### config.mk
export PLATFORM = sky130hd
export DESIGN_NAME = seq_11011_gen
export DESIGN_NICKNAME = d
export VERILOG_FILES = /design/src/rtl/seq_11011_gen.sv
export SDC_FILE = /design/constraint.sdc
export NUM_CORES = 1
export LEC_CHECK = 0
export ABC_AREA = 0
export CAP_MARGIN = 0
export CORE_UTILIZATION = 30
export DETAILED_ROUTE_END_ITERATION = 16
export PLACE_DENSITY = 0.5
export SLEW_MARGIN = 20
export SYNTH_ARGS = -nofsm -noshare
export SYNTH_HDL_FRONTEND = slang
export SYNTH_SLANG_ARGS = --single-unit
### constraint.sdc
create_clock -name clk -period 2.5 [get_ports clk]
set_input_delay 0.5 -clock clk [delete_from_list [all_inputs] [get_ports clk]]
set_output_delay 0.5 -clock clk [all_outputs]
set_load 0.01 [all_outputs]
### src/rtl/seq_11011_gen.sv
// Serial burst generator: sends PATTERN MSB-first reps times, with gap idle
// cycles between repetitions, then pulses done. All outputs are registered.
//
// state | meaning
// IDLE  | waiting for start with nonzero reps
// SEND  | shifting out pattern bits, idx counts down to 0
// GAP   | zero-bit spacing between repetitions, gap_cnt counts down
// DONE  | one-cycle done pulse after the last repetition
module seq_11011_gen #(
  parameter logic [4:0] PATTERN = 5'b11011,
  parameter int         PLEN    = 5
) (
  input  logic       clk,
  input  logic       rst,
  input  logic       start,
  input  logic       abort,
  input  logic [3:0] reps,
  input  logic [2:0] gap,
  output logic       out,
  output logic       valid,
  output logic       busy,
  output logic       done,
  output logic [3:0] rep_cnt
);

  typedef enum logic [1:0] {IDLE, SEND, GAP, DONE} state_t;

  localparam logic [2:0] IDX_TOP = 3'(PLEN - 1);

  state_t     state, state_nxt;
  logic [2:0] idx, idx_nxt;
  logic [3:0] reps_q, reps_nxt;
  logic [2:0] gap_q, gap_nxt;
  logic [2:0] gap_cnt, gap_cnt_nxt;
  logic [3:0] rep_cnt_nxt;
  logic       out_nxt, valid_nxt, busy_nxt, done_nxt;
  logic       last_rep;

  always_ff @(posedge clk) begin
    if (rst) begin
      state   <= IDLE;
      idx     <= '0;
      reps_q  <= '0;
      gap_q   <= '0;
      gap_cnt <= '0;
      rep_cnt <= '0;
      out     <= 1'b0;
      valid   <= 1'b0;
      busy    <= 1'b0;
      done    <= 1'b0;
    end else begin
      state   <= state_nxt;
      idx     <= idx_nxt;
      reps_q  <= reps_nxt;
      gap_q   <= gap_nxt;
      gap_cnt <= gap_cnt_nxt;
      rep_cnt <= rep_cnt_nxt;
      out     <= out_nxt;
      valid   <= valid_nxt;
      busy    <= busy_nxt;
      done    <= done_nxt;
    end
  end

  // Compare with >= so rep_cnt can never run past the latched count.
  assign last_rep = ({1'b0, rep_cnt} + 5'd1) >= {1'b0, reps_q};

  always_comb begin
    state_nxt   = state;
    idx_nxt     = idx;
    reps_nxt    = reps_q;
    gap_nxt     = gap_q;
    gap_cnt_nxt = gap_cnt;
    rep_cnt_nxt = rep_cnt;
    out_nxt     = 1'b0;
    valid_nxt   = 1'b0;
    busy_nxt    = 1'b0;
    done_nxt    = 1'b0;
    if (abort) begin
      state_nxt   = IDLE;
      idx_nxt     = '0;
      gap_cnt_nxt = '0;
    end else begin
      case (state)
        IDLE: begin
          if (start && (reps != 4'd0)) begin
            state_nxt   = SEND;
            reps_nxt    = reps;
            gap_nxt     = gap;
            rep_cnt_nxt = '0;
            idx_nxt     = IDX_TOP;
            out_nxt     = PATTERN[IDX_TOP];
            valid_nxt   = 1'b1;
            busy_nxt    = 1'b1;
          end
        end
        SEND: begin
          busy_nxt = 1'b1;
          if (idx != 3'd0) begin
            idx_nxt   = idx - 3'd1;
            out_nxt   = PATTERN[idx - 3'd1];
            valid_nxt = 1'b1;
          end else begin
            rep_cnt_nxt = rep_cnt + 4'd1;
            if (last_rep) begin
              state_nxt = DONE;
              busy_nxt  = 1'b0;
              done_nxt  = 1'b1;
            end else if (gap_q != 3'd0) begin
              state_nxt   = GAP;
              gap_cnt_nxt = gap_q;
            end else begin
              idx_nxt   = IDX_TOP;
              out_nxt   = PATTERN[IDX_TOP];
              valid_nxt = 1'b1;
            end
          end
        end
        GAP: begin
          busy_nxt = 1'b1;
          if (gap_cnt <= 3'd1) begin
            state_nxt   = SEND;
            gap_cnt_nxt = '0;
            idx_nxt     = IDX_TOP;
            out_nxt     = PATTERN[IDX_TOP];
            valid_nxt   = 1'b1;
          end else begin
            gap_cnt_nxt = gap_cnt - 3'd1;
          end
        end
        DONE: begin
          state_nxt = IDLE;
        end
        default: begin
          state_nxt = IDLE;
        end
      endcase
    end
  end

endmodule

**Yosys cells after proc, flatten, opt, wreduce, memory -nomap -nowiden**

Memories as Yosys holds them, arrays and structs flattened.
Index checks and enable logic that the tools add are counted.

- Bits in read-only memories: 8
- Output and inout bits: 8
- Input port bits: 11
- Word-level logic and storage cells: 79
- Bits in registers: 23
- Memories kept: 1

- $add $sub $neg: 4
- Muxes and demuxes: 33
- Magnitude comparators: 3
- Reductions and logical operators: 15
- Equality and inequality tests: 11
- Bitwise gates (word level): 2

Memory list:

| memory | depth | width | rd ports | clocked after Yosys merged registers in | write ports | line | source |
|---|---|---|---|---|---|---|---|
| (name not given) | 8 | 1 | 1 | 0 | 0 | 101 | `out_nxt = PATTERN[idx - 3'd1];` |

Operators with widths:

| kind | number |
|---|---|
| two-way mux 3 bit | 9 |
| AND reduction 4 bit | 3 |
| two-way mux 1 bit | 10 |
| two-way mux 2 bit | 5 |
| inequality test 2 bit (second input constant) | 5 |
| inequality test 3 bit (second input constant) | 3 |
| one-hot mux 1 bit (3 select lines) | 3 |
| one-hot mux 3 bit (3 select lines) | 1 |
| nonzero test 3 bit | 3 |
| two-way mux 4 bit | 2 |
| one-hot mux 2 bit (4 select lines) | 1 |
| one-hot mux 4 bit (2 select lines) | 1 |
| one-hot mux 3 bit (2 select lines) | 1 |
| subtractor 3 x 1 -> 3 bit (second input constant) | 2 |
| adder 4 x 1 -> 5 bit (second input constant) | 1 |
| greater-or-equal comparator 5 x 4 -> 1 bit | 1 |
| AND reduction 5 bit | 1 |
| adder 4 x 1 -> 4 bit (second input constant) | 1 |
| == test 2 bit (second input constant) | 2 |
| less-than comparator 3 x 4 -> 1 bit (second input constant) | 1 |
| nonzero test 2 bit | 2 |
| nonzero test 4 bit | 1 |
| OR reduction 4 bit | 1 |
| less-or-equal comparator 3 x 1 -> 1 bit (second input constant) | 1 |
| other kinds (6) | 7 |

**Longest topological paths before layout**

- Depth in word-level cells: 5
- Gate-level depth with buffers: 8
- Depth with buffers taken out: 7

**Least setup slack after synthesis**

No wires, ideal clock.

- Path type: reg-to-reg
- Start: register rep_cnt[0]
- End: register idx[0]
- Path buffers: 0
- Stages on the path, launching flop included: 8
- Slack: 0.567 ns
- Data required time: 2.369 ns
- Data arrival time: 1.802 ns
- Setup time: 0.131 ns
- Period minus slack after synthesis: 1.933 ns
- Cells stage by stage: dfxtp_1 -> ha_1 -> xor2_1 -> ha_1 -> o21ai_0 -> o21ai_1 -> o311ai_0 -> a21oi_1

- Longest elaborated chain between the ends: 4

Ends and longest elaborated chain:

| what | line | source |
|---|---|---|
| from (decl) | 23 | `output logic [3:0] rep_cnt` |
| from (signal assigned) | 57 | `rep_cnt <= rep_cnt_nxt;` |
| adder 4 x 1 -> 5 bit | 66 | `assign last_rep = ({1'b0, rep_cnt} + 5'd1) >= {1'b0, reps_q};` |
| greater-or-equal comparator 5 x 4 -> 1 bit | 66 |  |
| inequality test 3 bit (no line) | - |  |
| AND reduction 5 bit (no line) | - |  |
| to (signal assigned) | 53 | `idx <= idx_nxt;` |
| to (decl) | 31 | `logic [2:0] idx, idx_nxt;` |

No other way between the ends.
A chain may end at the register's enable or synchronous reset.

**Worst setup path after layout**

- Start: register rep_cnt[0]
- End: register gap_cnt[1]

- Longest elaborated chain between the ends: 4

Ends and longest elaborated chain:

| what | line | source |
|---|---|---|
| adder 4 x 1 -> 5 bit | 66 |  |
| greater-or-equal comparator 5 x 4 -> 1 bit | 66 |  |
| inequality test 2 bit (no line) | - |  |
| AND reduction 4 bit (no line) | - |  |
| to (signal assigned) | 56 | `gap_cnt <= gap_cnt_nxt;` |
| to (decl) | 34 | `logic [2:0] gap_cnt, gap_cnt_nxt;` |

No other way between the ends.

==> metrics.txt <==
Final #Nets 183; GRT busiest layer met2; post-synthesis cell type count 42; final period utilization 0.886; row count 23; setup_tns 0 ps; Yosys Warn Count 0; total number of vias 1073; vias in the first global route 1051; crit path kind flip-flop to flip-flop; dpl ws 258 ps; CP max stage delay 500 ps; GRT Residual Overflow 0; insertion delay to the later sink of the worst-skew pair 260 ps; Hold Path Class flip-flop to flip-flop; height of the die 67.8 um; Synth area leaders dfxtp_1 (35%), ha_1 (9.6%), mux2i_1 (6.9%); Worst path slowest cell o21ai_1; Post-DP Area 1520 sq um; die width 67.8 um; RSZ-0062 raised after global routing no; post-synthesis sequential area ratio 0.355; crit path cell chain ha_1 -> xor2_1 -> ha_1 -> o21ai_0 -> o21ai_1 -> o211ai_1 -> and4b_1; DR WL/cell 13.3 um; routing usage on met1 0.186; type of element launching the critical path flip-flop; number of flops mapped to enable cells by yosys 0; worst setup margin 286 ps; Max Cap Violations 0; Async SR Flop Fraction 0; most frequent CP cell ha_1; initial antenna violation count 0; mean post-synth cell area 9.08 sq um; top-count cell post-synth dfxtp_1; Cell Area, Synth 1300 sq um; Rel. slew slack 0.594; Final setup viols 0; post-cts gate resize count 0; fmax 0.452 GHz; Slew Viols, Final 0; Post-Route WL 2800 um; Longest Clk Path Bufs 2; clock skew 4.65 ps; post-synth top area share 0.355; Initial Utilization 0.318; hold_buf cts 0; crit path max fanout 8; DIE AREA 4600 sq um; synthesized flop and latch total 23; post-route DRC violation count 0; Syn Nets 164; clock slew at reported path FFs 80 ps; area grow syn2layout 20.4%; CP delay by family, top compound AO/OA/AOI/OAI gates; cells after synthesis 143; clock root cell clkbuf_8; postcts setup bufs 0; I/O Buffers 18; Top Ports 19; CTS Buf Count 3; Vias/cell 5.09; CTS tree done; met3 global-route usage 0.0186; WP data required 2660 ps; layout cells sized above 1 0.0870; DP HPWL 2190 um; fin crit period 2210 ps; DRT antenna net count 0; Static Leak 0.557 nW; H-tree Lvls 1; met2 Usage GRT 0.239; Final Wtd Congestion 0.740; clock tree sinks 23; crit path DAT 2370 ps; Cell Pwr Density 481 nW/um^2; Fin. Hold Viols 0; first-pass detailed-route iteration total 4; total track usage 0.143; Worst Path Buf+Inv 0; DRT iter0 DRCs 33; most used flip-flop cell after synthesis dfxtp_1; largest net degree at the start of global routing 13; Peak supply drop 0.206 mV; CP Capture Type flip-flop; fin area 1560 sq um; n_diodes 0; global-route wire length before repair 4910 um; fill count 427; Slew @ Worst Pin 605 ps; outcome finished, final reports clean; Placeable Area 4090 sq um; dominant cell type by area after synthesis dfxtp_1; Post-synth top cells dfxtp_1 (23), nor2_1 (12), inv_1 (11)
## sequential cells by signal, summed over array words and instances (netlist names)
name     count
out          1
rep_cnt      4
gap_cnt      3
gap_q        3
state        2
idx          3
valid        1
reps_q       4
done         1
busy         1
## tightest hold or removal path, cell delays in order (launching register included)
cell and delay [ps]:
dfxtp_1 340, nand2_1 60, o32ai_1 60
## kinds of logic (layout without fill, tap and decap cells)
kind of cell | after synthesis | count (layout) | share of synthesized area
and+or+nand+nor | 42 | 42 | 0.173
adders and majority gates | 10 | 10 | 0.0963
DFF | 23 | 23 | 0.355
buffers and inverters | 16 | 34 | 0.0549
muxes | 9 | 9 | 0.0694
AOI/OAI and AO/OA | 41 | 41 | 0.238
xor gates and xnor gates | 2 | 2 | 0.0135
## per-stage QoR
step           total power [mW]  hold slack [ps]  instances  utilization
2_1_floorplan             0.484              455        143            -
3_3_place_gp              0.533              483        207        0.372
3_5_place_dp              0.533              485        207        0.372
4_1_cts                   0.758              504        211        0.383
5_1_grt                   0.788              526        211        0.383
6_report                  0.752              500        211        0.383
## where the power goes
| part | internal, mW | leakage, nW | switching (mW) |
|---|---|---|---|
| clock | 0.113 | 0.0228 | 0.114 |
| combinational | 0.0593 | 0.347 | 0.0722 |
| sequential | 0.379 | 0.187 | 0.0134 |
| total | 0.552 | 0.557 | 0.200 |
## final timing paths
path / from / to / slack (ps) / cells past startpoint
setup / recovery: rep_cnt[0] / gap_cnt[1] / 290 / 7
hold / removal: idx[1] / idx[1] / 500 / 2
setup reg to reg: rep_cnt[0] / gap_cnt[1] / 290 / 7
hold reg to reg: idx[1] / idx[1] / 500 / 2
## metal layers
metal | up-vias | routed length [um]
li1 | 556 | -
met1 | 494 | 1360
met4 | 0 | 25
met2 | 21 | 1320
met3 | 2 | 94
met5 | - | 0
## layout by cell type (no fill, tap or decap), types with 2 or more instances in the layout
cell,Yosys,routed
nor3_1,4,4
dfxtp_1,23,23
ha_1,10,10
nand2b_1,4,4
o21ai_0,10,10
inv_1,11,11
mux2i_1,9,9
clkbuf_8,0,3
or3_1,3,3
nand3_1,4,4
a21oi_1,7,7
nand2_1,9,9
a32o_1,2,2
a31oi_1,4,4
nor2_1,12,12
clkdlybuf4s50_1,0,18
o211ai_1,2,2
o32ai_1,2,2
## final cells by class
type | count | area [sq um] | share of cell area
multi-input combinational | 104 | 767 | 0.490
sequential | 23 | 460 | 0.294
timing repair buffer | 19 | 188 | 0.120
tap | 50 | 62.6 | 0.0400
clock buffer | 4 | 45.0 | 0.0288
inverter | 11 | 41.3 | 0.0264
(Power assumes the default switching activity.)
